--- src/rtl/pipe_adder_pkg.sv ---
// pipe_adder_pkg
// Shared helpers for the pipelined add/subtract unit.
//   seg_width() : bits handled by one pipeline segment (WIDTH / STAGES)
//   split_ok()  : true when WIDTH/STAGES describe a legal segmentation
package pipe_adder_pkg;

  function automatic int seg_width(input int width, input int stages);
    return width / stages;
  endfunction

  function automatic bit split_ok(input int width, input int stages);
    return (width >= 2) && (stages >= 1) && ((width % stages) == 0);
  endfunction

endpackage

--- src/rtl/rca_seg.sv ---
// rca_seg
// Combinational SEG-bit ripple-carry segment built from full-adder cells.
// Ports:
//   a_seg, b_seg : segment operand bits
//   ci           : carry into the lowest bit
//   s_seg        : segment sum bits
//   co           : carry out of the top bit
//   c_msb_in     : carry into the top bit (used for signed overflow)
module rca_seg #(
  parameter int SEG = 4
) (
  input  logic [SEG-1:0] a_seg,
  input  logic [SEG-1:0] b_seg,
  input  logic           ci,
  output logic [SEG-1:0] s_seg,
  output logic           co,
  output logic           c_msb_in
);

  always_comb begin : fa_chain
    logic [SEG:0] c;
    c     = '0;
    s_seg = '0;
    c[0]  = ci;
    for (int i = 0; i < SEG; i++) begin
      s_seg[i] = a_seg[i] ^ b_seg[i] ^ c[i];
      c[i+1]   = (a_seg[i] & b_seg[i]) | (c[i] & (a_seg[i] ^ b_seg[i]));
    end
    co       = c[SEG];
    c_msb_in = c[SEG-1];
  end

endmodule

--- src/rtl/pipe_adder.sv ---
// pipe_adder
// Pipelined WIDTH-bit add/subtract unit. The carry chain is split into
// STAGES segments of SEG bits, each followed by a register rank. Operands
// are captured (already conditioned for subtract) on acceptance, so a
// result appears STAGES edges after the accepting edge.
// Ports:
//   clk, rst            : clock (rising edge), async active-high reset
//   in_valid, in_ready  : operand handshake (in_ready = global advance)
//   a, b, cin, sub      : operands; sub=0 -> a+b+cin, sub=1 -> a-b-cin
//   out_valid, out_ready: result handshake
//   sum, cout, ovf      : result, carry / not-borrow, signed overflow
module pipe_adder
  import pipe_adder_pkg::*;
#(
  parameter int WIDTH  = 16,
  parameter int STAGES = 4
) (
  input  logic             clk,
  input  logic             rst,
  input  logic             in_valid,
  output logic             in_ready,
  input  logic [WIDTH-1:0] a,
  input  logic [WIDTH-1:0] b,
  input  logic             cin,
  input  logic             sub,
  output logic             out_valid,
  input  logic             out_ready,
  output logic [WIDTH-1:0] sum,
  output logic             cout,
  output logic             ovf
);

  localparam int SEG = seg_width(WIDTH, STAGES);

  if (!split_ok(WIDTH, STAGES)) begin : g_bad_split
    $fatal(1, "pipe_adder: WIDTH=%0d must be >= 2 and a multiple of STAGES=%0d",
           WIDTH, STAGES);
  end

  // Rank 0 is the operand capture; rank k+1 is the output of segment k.
  logic [STAGES:0]              vld_p;
  logic [STAGES:0]              c_p;
  logic [STAGES:0][WIDTH-1:0]   sum_p;
  logic [STAGES-1:0][WIDTH-1:0] a_p;
  logic [STAGES-1:0][WIDTH-1:0] b_p;
  logic                         ovf_p;

  logic [STAGES-1:0][SEG-1:0]   s_w;
  logic [STAGES-1:0]            co_w;
  logic [STAGES-1:0]            cmsb_w;
  logic [STAGES-1:0][WIDTH-1:0] sum_nxt;
  logic                         adv;

  // Whole pipeline moves together; a full output slot that is not being
  // taken freezes every rank, bubbles included.
  assign adv      = !vld_p[STAGES] || out_ready;
  assign in_ready = adv;

  for (genvar k = 0; k < STAGES; k++) begin : g_seg
    rca_seg #(.SEG(SEG)) u_seg (
      .a_seg    (a_p[k][k*SEG +: SEG]),
      .b_seg    (b_p[k][k*SEG +: SEG]),
      .ci       (c_p[k]),
      .s_seg    (s_w[k]),
      .co       (co_w[k]),
      .c_msb_in (cmsb_w[k])
    );
  end

  // De-skew: lower segments already computed ride along, segment k is
  // dropped into its slot.
  always_comb begin
    sum_nxt = '0;
    for (int k = 0; k < STAGES; k++) begin
      sum_nxt[k]               = sum_p[k];
      sum_nxt[k][k*SEG +: SEG] = s_w[k];
    end
  end

  always_ff @(posedge clk or posedge rst) begin
    if (rst) begin
      vld_p <= '0;
      c_p   <= '0;
      sum_p <= '0;
      a_p   <= '0;
      b_p   <= '0;
      ovf_p <= 1'b0;
    end else if (adv) begin
      // p0: operand capture; subtract becomes a + ~b + !cin
      vld_p    <= {vld_p[STAGES-1:0], in_valid};
      a_p[0]   <= a;
      b_p[0]   <= b ^ {WIDTH{sub}};
      c_p[0]   <= cin ^ sub;
      sum_p[0] <= '0;
      // p1..pSTAGES: segment results and skewed operands
      for (int k = 0; k < STAGES; k++) begin
        c_p[k+1]   <= co_w[k];
        sum_p[k+1] <= sum_nxt[k];
      end
      for (int k = 0; k < STAGES - 1; k++) begin
        a_p[k+1] <= a_p[k];
        b_p[k+1] <= b_p[k];
      end
      ovf_p <= cmsb_w[STAGES-1] ^ co_w[STAGES-1];
    end
  end

  // Low bits of the last skew rank and the mid-chain MSB carries of
  // earlier segments have no consumer.
  logic unused_bits;
  assign unused_bits = ^{a_p[STAGES-1], b_p[STAGES-1], cmsb_w};

  assign out_valid = vld_p[STAGES];
  assign sum       = sum_p[STAGES];
  assign cout      = c_p[STAGES];
  assign ovf       = ovf_p;

endmodule

--- config.mk ---
export PLATFORM = sky130hd
export DESIGN_NAME = pipe_adder
export DESIGN_NICKNAME = d
export VERILOG_FILES = /design/src/rtl/pipe_adder_pkg.sv /design/src/rtl/rca_seg.sv /design/src/rtl/pipe_adder.sv
export SDC_FILE = /design/constraint.sdc
export NUM_CORES = 1
export LEC_CHECK = 0
export ABC_AREA = 1
export BUFFER_PORTS_ARGS = -buffer_cell sky130_fd_sc_hd__buf_4
export CAP_MARGIN = 30
export CORE_MARGIN = 1.5
export CORE_UTILIZATION = 60
export DETAILED_ROUTE_END_ITERATION = 8
export MAX_ROUTING_LAYER = met4
export PLACE_DENSITY = 0.83
export SLEW_MARGIN = 20
export SYNTH_ARGS = -nofsm -noshare
export SYNTH_HDL_FRONTEND = slang
export SYNTH_SLANG_ARGS = --single-unit
--- constraint.sdc ---
create_clock -name clk -period 9.2 [get_ports clk]
set_clock_uncertainty 0.1 [all_clocks]
set_input_delay 0.92 -clock clk [delete_from_list [all_inputs] [get_ports clk]]
set_output_delay 0.92 -clock clk [all_outputs]
set_load 0.1 [all_outputs]
==> results of run 1 <==
[sequential cells by signal, summed over array words and instances (netlist names)]
signal and count:
b_p 40, ovf 1, sum_nxt 24, vld_p 5, sum 16, a_p 40, c_p 5
[power groups by stage]
stage / Sequential (mW) / Combinational [mW] / Clock (mW)
floorplan: 1.23 / 0.461 / 0
global placement: 0.962 / 0.900 / 0
detailed placement: 0.972 / 0.935 / 0
CTS: 0.972 / 0.974 / 0.687
global route: 1.00 / 1.08 / 0.715
finish: 0.973 / 0.965 / 0.683
[logic make-up after synthesis]
kind of cell    after synthesis  synth area share (%)
fa+ha+maj                    16                  5.82
buf+inv                     101                  7.84
simple gates                295                  20.7
compound gates               67                  6.09
flops                       131                  59.5
[cell type report]
type                            instances  area share (%)
Sequential cell                       131            49.9
Timing Repair Buffer                   61            7.27
Clock inverter                         12            2.34
Clock buffer                           20            6.93
Multi-Input combinational cell        378            27.4
Tap cell                              108            2.06
Inverter                               71            4.09
[cell usage in the layout, fill, tap and decap left out]
cell type / count
sky130_fd_sc_hd__inv_6: 1
sky130_fd_sc_hd__clkbuf_8: 4
sky130_fd_sc_hd__nand2_1: 275
sky130_fd_sc_hd__inv_4: 1
sky130_fd_sc_hd__fa_1: 16
sky130_fd_sc_hd__inv_1: 67
sky130_fd_sc_hd__clkinv_1: 1
sky130_fd_sc_hd__buf_4: 60
sky130_fd_sc_hd__nor2_4: 1
sky130_fd_sc_hd__bufinv_16: 3
sky130_fd_sc_hd__buf_16: 1
sky130_fd_sc_hd__clkinvlp_4: 3
sky130_fd_sc_hd__inv_2: 2
sky130_fd_sc_hd__clkinv_4: 2
sky130_fd_sc_hd__clkinv_2: 3
sky130_fd_sc_hd__dfrtp_1: 131
sky130_fd_sc_hd__clkbuf_16: 16
sky130_fd_sc_hd__o21ai_0: 67
sky130_fd_sc_hd__nand2_4: 1
sky130_fd_sc_hd__nand3_1: 18
[critical path: stages]
cell and delay, ns:
sky130_fd_sc_hd__buf_4 0.11, sky130_fd_sc_hd__inv_2 0.04, sky130_fd_sc_hd__nand2_4 0.33, sky130_fd_sc_hd__buf_4 0.38
[through the flow]
step / setup slack, ns / util (%) / std cells / total power [mW] / instance area [sq um]
4_1_cts: 6.39 / 74.3 / 780 / 2.63 / 6540
3_3_place_gp: 6.39 / 67.4 / 748 / 1.86 / 5930
2_1_floorplan: 4.68 / - / 610 / 1.69 / 5510
5_1_grt: 6.34 / 74.6 / 781 / 2.80 / 6570
3_5_place_dp: 6.34 / 67.4 / 748 / 1.91 / 5930
6_report: 6.39 / 74.6 / 781 / 2.62 / 6570
[routing by layer]
layer	vias up	wire [microns]
met3	24	499
met2	102	6000
met1	1995	4440
met4	0	218
li1	1935	-
met5	-	0
[final timing paths]
kind | startpoint | to | slack, ns | cells past startpoint
setup reg to reg | a_p[60]$_DFFE_PP0P_ | sum[15]$_DFFE_PP0P_ | 6.74 | 8
min in group asynchronous | rst | sum_nxt[18]$_DFFE_PP0P_ | 0.41 | 2
setup / recovery | out_ready | in_ready | 6.39 | 4
max in group asynchronous | rst | b_p[25]$_DFFE_PP0P_ | 7.51 | 4
hold / removal | sum[6]$_DFFE_PP0P_ | sum[6]$_DFFE_PP0P_ | 0.37 | 2
hold reg to reg | sum[6]$_DFFE_PP0P_ | sum[6]$_DFFE_PP0P_ | 0.37 | 2
==> results.cfg, run 1 <==
[run_status]
status = finished with violations
failed_checks = design-rule violations

[global_routing]
grt_busiest_layer = met2
first_global_vias = 4191
met3_usage_grt_pct = 6.60
antenna_found_initial = 0
grt_max_degree = 90
gr-usage-all-layers_pct = 26.6
grt.overflow.total = 0
grt.met1_usage_pct = 31.9
wire_length_of_the_first_global_routing_pass_microns = 19200
met2_usage_pct = 43.7

[route]
drt_pre_antenna_iters = 7
routedWlPerCell_microns = 14.3
detailedRoute.firstIterationViolations = 241
antenna_left = 0
routed_wl_microns = 11200
vias = 4056
vias_per_cell = 5.19
route.detailed.drc = 1

[synthesis]
synth_most_common_cell = sky130_fd_sc_hd__nand2_1
synth_warnings = 0
syn-cell-area_sq_mm = 0.00551
seq_area_frac_synth_pct = 59.5
synth_top_flop_cell = sky130_fd_sc_hd__dfrtp_1
yosysUniqueCellTypes = 13
ys_ff_latch = 131
synth_nets = 664
async_s_r_ff_share_synth_pct = 100
synthTopCellsByCount = 275 x sky130_fd_sc_hd__nand2_1, 131 x sky130_fd_sc_hd__dfrtp_1, 68 x sky130_fd_sc_hd__inv_1
synth.top_cell.area_share_pct = 59.5
post_synth.cell_area_avg_sq_um = 9.03
synth-edff-count = 0
post-synth-top-area-cell = sky130_fd_sc_hd__dfrtp_1
netlist_instances = 610
leading_post_synthesis_cells_by_cell_area = sky130_fd_sc_hd__dfrtp_1 60%, sky130_fd_sc_hd__nand2_1 19%, sky130_fd_sc_hd__o21ai_0 6.1%, sky130_fd_sc_hd__fa_1 5.8%, sky130_fd_sc_hd__inv_1 4.6%

[clock_network]
post_cts.resized_instances = 0
clk_path_buf_depth = 2
clock_insertion_delay_worst_skew_ns = 0.53
cts_num_sinks = 131
post_cts_hold_buffer_count = 0
htreeDepth = 4
cts_tree = built
clk_transition_reported_paths_ns = 0.06
cts_made_buffers = 17
post_cts.repair.setup_buffers = 0
root_buffer_cell = sky130_fd_sc_hd__clkbuf_8

[timing]
report.final.setup_viol = 0
timing.fmax_mhz = 356
drv_slew = 0
rsz0062_at_grt = false
finalCriticalPeriod_ns = 2.81
timing.hold.ws_ns = 0.371
timing.slew.headroom_pct = 45.9
finalCritPeriodShare_pct = 30.6
hold_viol = 0
fin_tns_setup_ns = 0
worstMarginPinSlew_ns = 0.811

[floorplan]
initial_utilization_pct = 62.5
placementRows = 34
core_sq_mm = 0.00881
io_pins = 58
dieArea_sq_mm = 0.00976
x_dimension_of_the_die_microns = 98.8
fp.dieH_microns = 98.8

[power]
max-vdd-ir-drop_v = 0.000234
net-switching-power_mw = 1.09
internal_power_mw = 1.53
seq_power_share_pct = 37.1
power.leakage_nw = 3.49
proportion_of_power_drawn_by_combinational_gates_pct = 36.8
power.switching_fraction_pct = 41.5
power.clock.fraction_pct = 26.1
power-per-cell-area_mw_per_mm2 = 399

[placement]
detailedPlacementHpwl_microns = 6160
place.gp.congestion = 0.758
io_buffers = 57

[worst_setup_path]
timing.critical_path.required_ns = 8.18
critical_path_arrival_ns = 1.79
kind_of_critical_path = in2out
end_kind = primary output
cp-start-kind = primary input
crit_path_max_fanout = 48

[finish]
seq_area_sq_mm = 0.00328
layout.nets = 714
drive_gt1_share_pct = 14.6
fillerInstances = 604
syn_to_final_growth_pct = 19.3
multi_input_comb_area_sq_mm = 0.00180
antenna_cells_inserted = 0

[hold_path]
min_path_type = reg2reg

[flow_run]
cap_viol_max_count = 0
(Power assumes the default switching activity.)
==> run 2: changes to the inputs <==
Settings changed: CORE_UTILIZATION 60 to 53, PLACE_DENSITY 0.83 to 0.78.
Clock period 9.2 ns to 2.4 ns, I/O delays scaled along.
==> run 2 against run 1 <==
Effect of this change: the run now ends clean; combinational power rose to 4.0 times the previous value; largest cell class unchanged; sequential share of layout area shrank 3.4 points; cell count rose by 9.2%; critical path type is now reg2reg; utilization shrank 5.4 points; via count is 0.94% higher; global-route usage down 4.6 points.
==> results.cfg, run 2 (synthesis results as in run 1) <==
[run_status]
status = completed

[global_routing]
grt.overflow.total = 0
grt_max_degree = 132
first_global_vias = 3983
wire_length_of_the_first_global_routing_pass_microns = 18400
antenna_found_initial = 0
gr-usage-all-layers_pct = 22.0

[finish]
fin_cells = 853
drive_gt1_share_pct = 13.8
postLayoutCellArea_sq_mm = 0.00705
antenna_cells_inserted = 0
mostFrequentLayoutCell = sky130_fd_sc_hd__nand2_1
layout.nets = 758
syn_to_final_growth_pct = 28.0
commonest_cells_after_routing_fill_and_taps_aside = 275 x sky130_fd_sc_hd__nand2_1, 131 x sky130_fd_sc_hd__dfrtp_1, 66 x sky130_fd_sc_hd__inv_1, 65 x sky130_fd_sc_hd__o21ai_0, 60 x sky130_fd_sc_hd__buf_4

[clock_network]
clk_path_buf_depth = 2
cts_tree = built
clk_transition_reported_paths_ns = 0.06
root_buffer_cell = sky130_fd_sc_hd__clkbuf_8
htreeDepth = 4
cts_num_sinks = 131
clock_insertion_delay_worst_skew_ns = 0.53
cts_made_buffers = 17

[floorplan]
core_sq_mm = 0.0102
placementRows = 37
x_dimension_of_the_die_microns = 105
fp.dieH_microns = 105
dieArea_sq_mm = 0.0110
initial_utilization_pct = 54.1
io_pins = 58

[timing]
report.final.setup_viol = 0
hold_viol = 0
timing.slew.headroom_pct = 54.3
worstMarginPinSlew_ns = 0.686
timing.fmax_mhz = 420
finalCritPeriodShare_pct = 99.3
finalCriticalPeriod_ns = 2.38
fin_tns_setup_ns = 0
drv_slew = 0
postLayoutSetupSlackWorst_ns = 0.0173

[route]
detailedRoute.firstIterationViolations = 224
route.detailed.drc = 0
drt_pre_antenna_iters = 5
antenna_left = 0
vias_per_cell = 4.80
routed_wl_microns = 11200
routedWlPerCell_microns = 13.2
vias = 4094

[worst_setup_path]
cp-start-kind = flop
r2r-start = a_p[40]$_DFFE_PP0P_
kind_of_critical_path = reg2reg
timing.critical_path.required_ns = 2.73
critical_path_arrival_ns = 2.72
crit_path_max_fanout = 2
worst_r2r_path_depth = 8
end_kind = flop
timing.critical_path.from = a_p[40]$_DFFE_PP0P_

[power]
power.leakage_nw = 3.67
max-vdd-ir-drop_v = 0.00123
total_power_mw = 10.1
power-per-cell-area_mw_per_mm2 = 1440

[placement]
placed_area_sq_mm = 0.00603
placed_cells_incl_taps = 778
place.gp.congestion = 0.787
io_buffers = 57
detailedPlacementHpwl_microns = 6550
place_ws_ns = 0.0806

[hold_path]
hp-start = sub
min_path_type = in2reg
worst_hold_path.num_cells = 4

[flow_run]
cap_viol_max_count = 0
run 2: changes by cell type in the layout (fill, tap and decap cells not counted), moves of 2 or more:
cell	previous run	this run
sky130_fd_sc_hd__o21ai_0	67	65
sky130_fd_sc_hd__buf_12	0	4
sky130_fd_sc_hd__dlygate4sd3_1	0	41
sky130_fd_sc_hd__clkbuf_1	0	4
sky130_fd_sc_hd__o21ai_1	0	2
run 2: path summary, 6_finish.rpt:
path                                      endpoint  slack, ns
max in group asynchronous      sum[14]$_DFFE_PP0P_       1.31
min reg2reg                   vld_p[4]$_DFFE_PP0P_       0.36
max reg2reg                sum_nxt[59]$_DFFE_PP0P_       0.02
min                            b_p[11]$_DFFE_PP0P_       0.02
max                        sum_nxt[59]$_DFFE_PP0P_       0.02
min in group asynchronous       sum[1]$_DFFE_PP0P_       0.38
run 2: cell type report:
type                            count  area (sq um)
Sequential cell                   131          3280
Clock buffer                       23           457
Timing Repair Buffer              105           941
Tap cell                          136           170
Fill cell                         771          3140
Clock inverter                      9           129
Inverter                           71           270
Multi-Input combinational cell    378          1800
run 2: metal layers:
metal  global-route usage (%)  wire length, microns
met1                     27.3                  4830
met2                     36.4                  5820
met3                     4.68                   395
met4                     6.75                   187
met5                        -                     0
run 2: what timing repair did:
action | in CTS | in global routing
hold buffers | 41 | 0
endpoints found under the hold margin | 168 | 0
endpoints found under the setup margin | 0 | 4
setup buffers | 0 | 2
resized for setup | 0 | 4
run 2: worst max-delay path, stage by stage (launching register included):
cell                      delay, ns
sky130_fd_sc_hd__dfrtp_1       0.40
sky130_fd_sc_hd__fa_1          0.41
sky130_fd_sc_hd__inv_1         0.10
sky130_fd_sc_hd__fa_1          0.20
sky130_fd_sc_hd__inv_1         0.06
sky130_fd_sc_hd__fa_1          0.35
sky130_fd_sc_hd__inv_1         0.08
sky130_fd_sc_hd__fa_1          0.41
sky130_fd_sc_hd__o21ai_0       0.19
run 2: metrics by stage:
| step | hold WS (ns) | util, % |
|---|---|---|
| floorplan | 0.257 | - |
| global placement | 0.340 | 59.3 |
| detailed placement | 0.334 | 59.3 |
| CTS | 0.0125 | 69.0 |
| global route | 0.0442 | 69.2 |
| finish | 0.0168 | 69.2 |
run 2: where the power goes:
group / total (mW) / switching (mW) / internal (mW)
combinational: 3.88 / 2.72 / 1.16
sequential: 3.70 / 0.511 / 3.19
clock: 2.54 / 0.905 / 1.63
total: 10.1 / 4.14 / 5.98
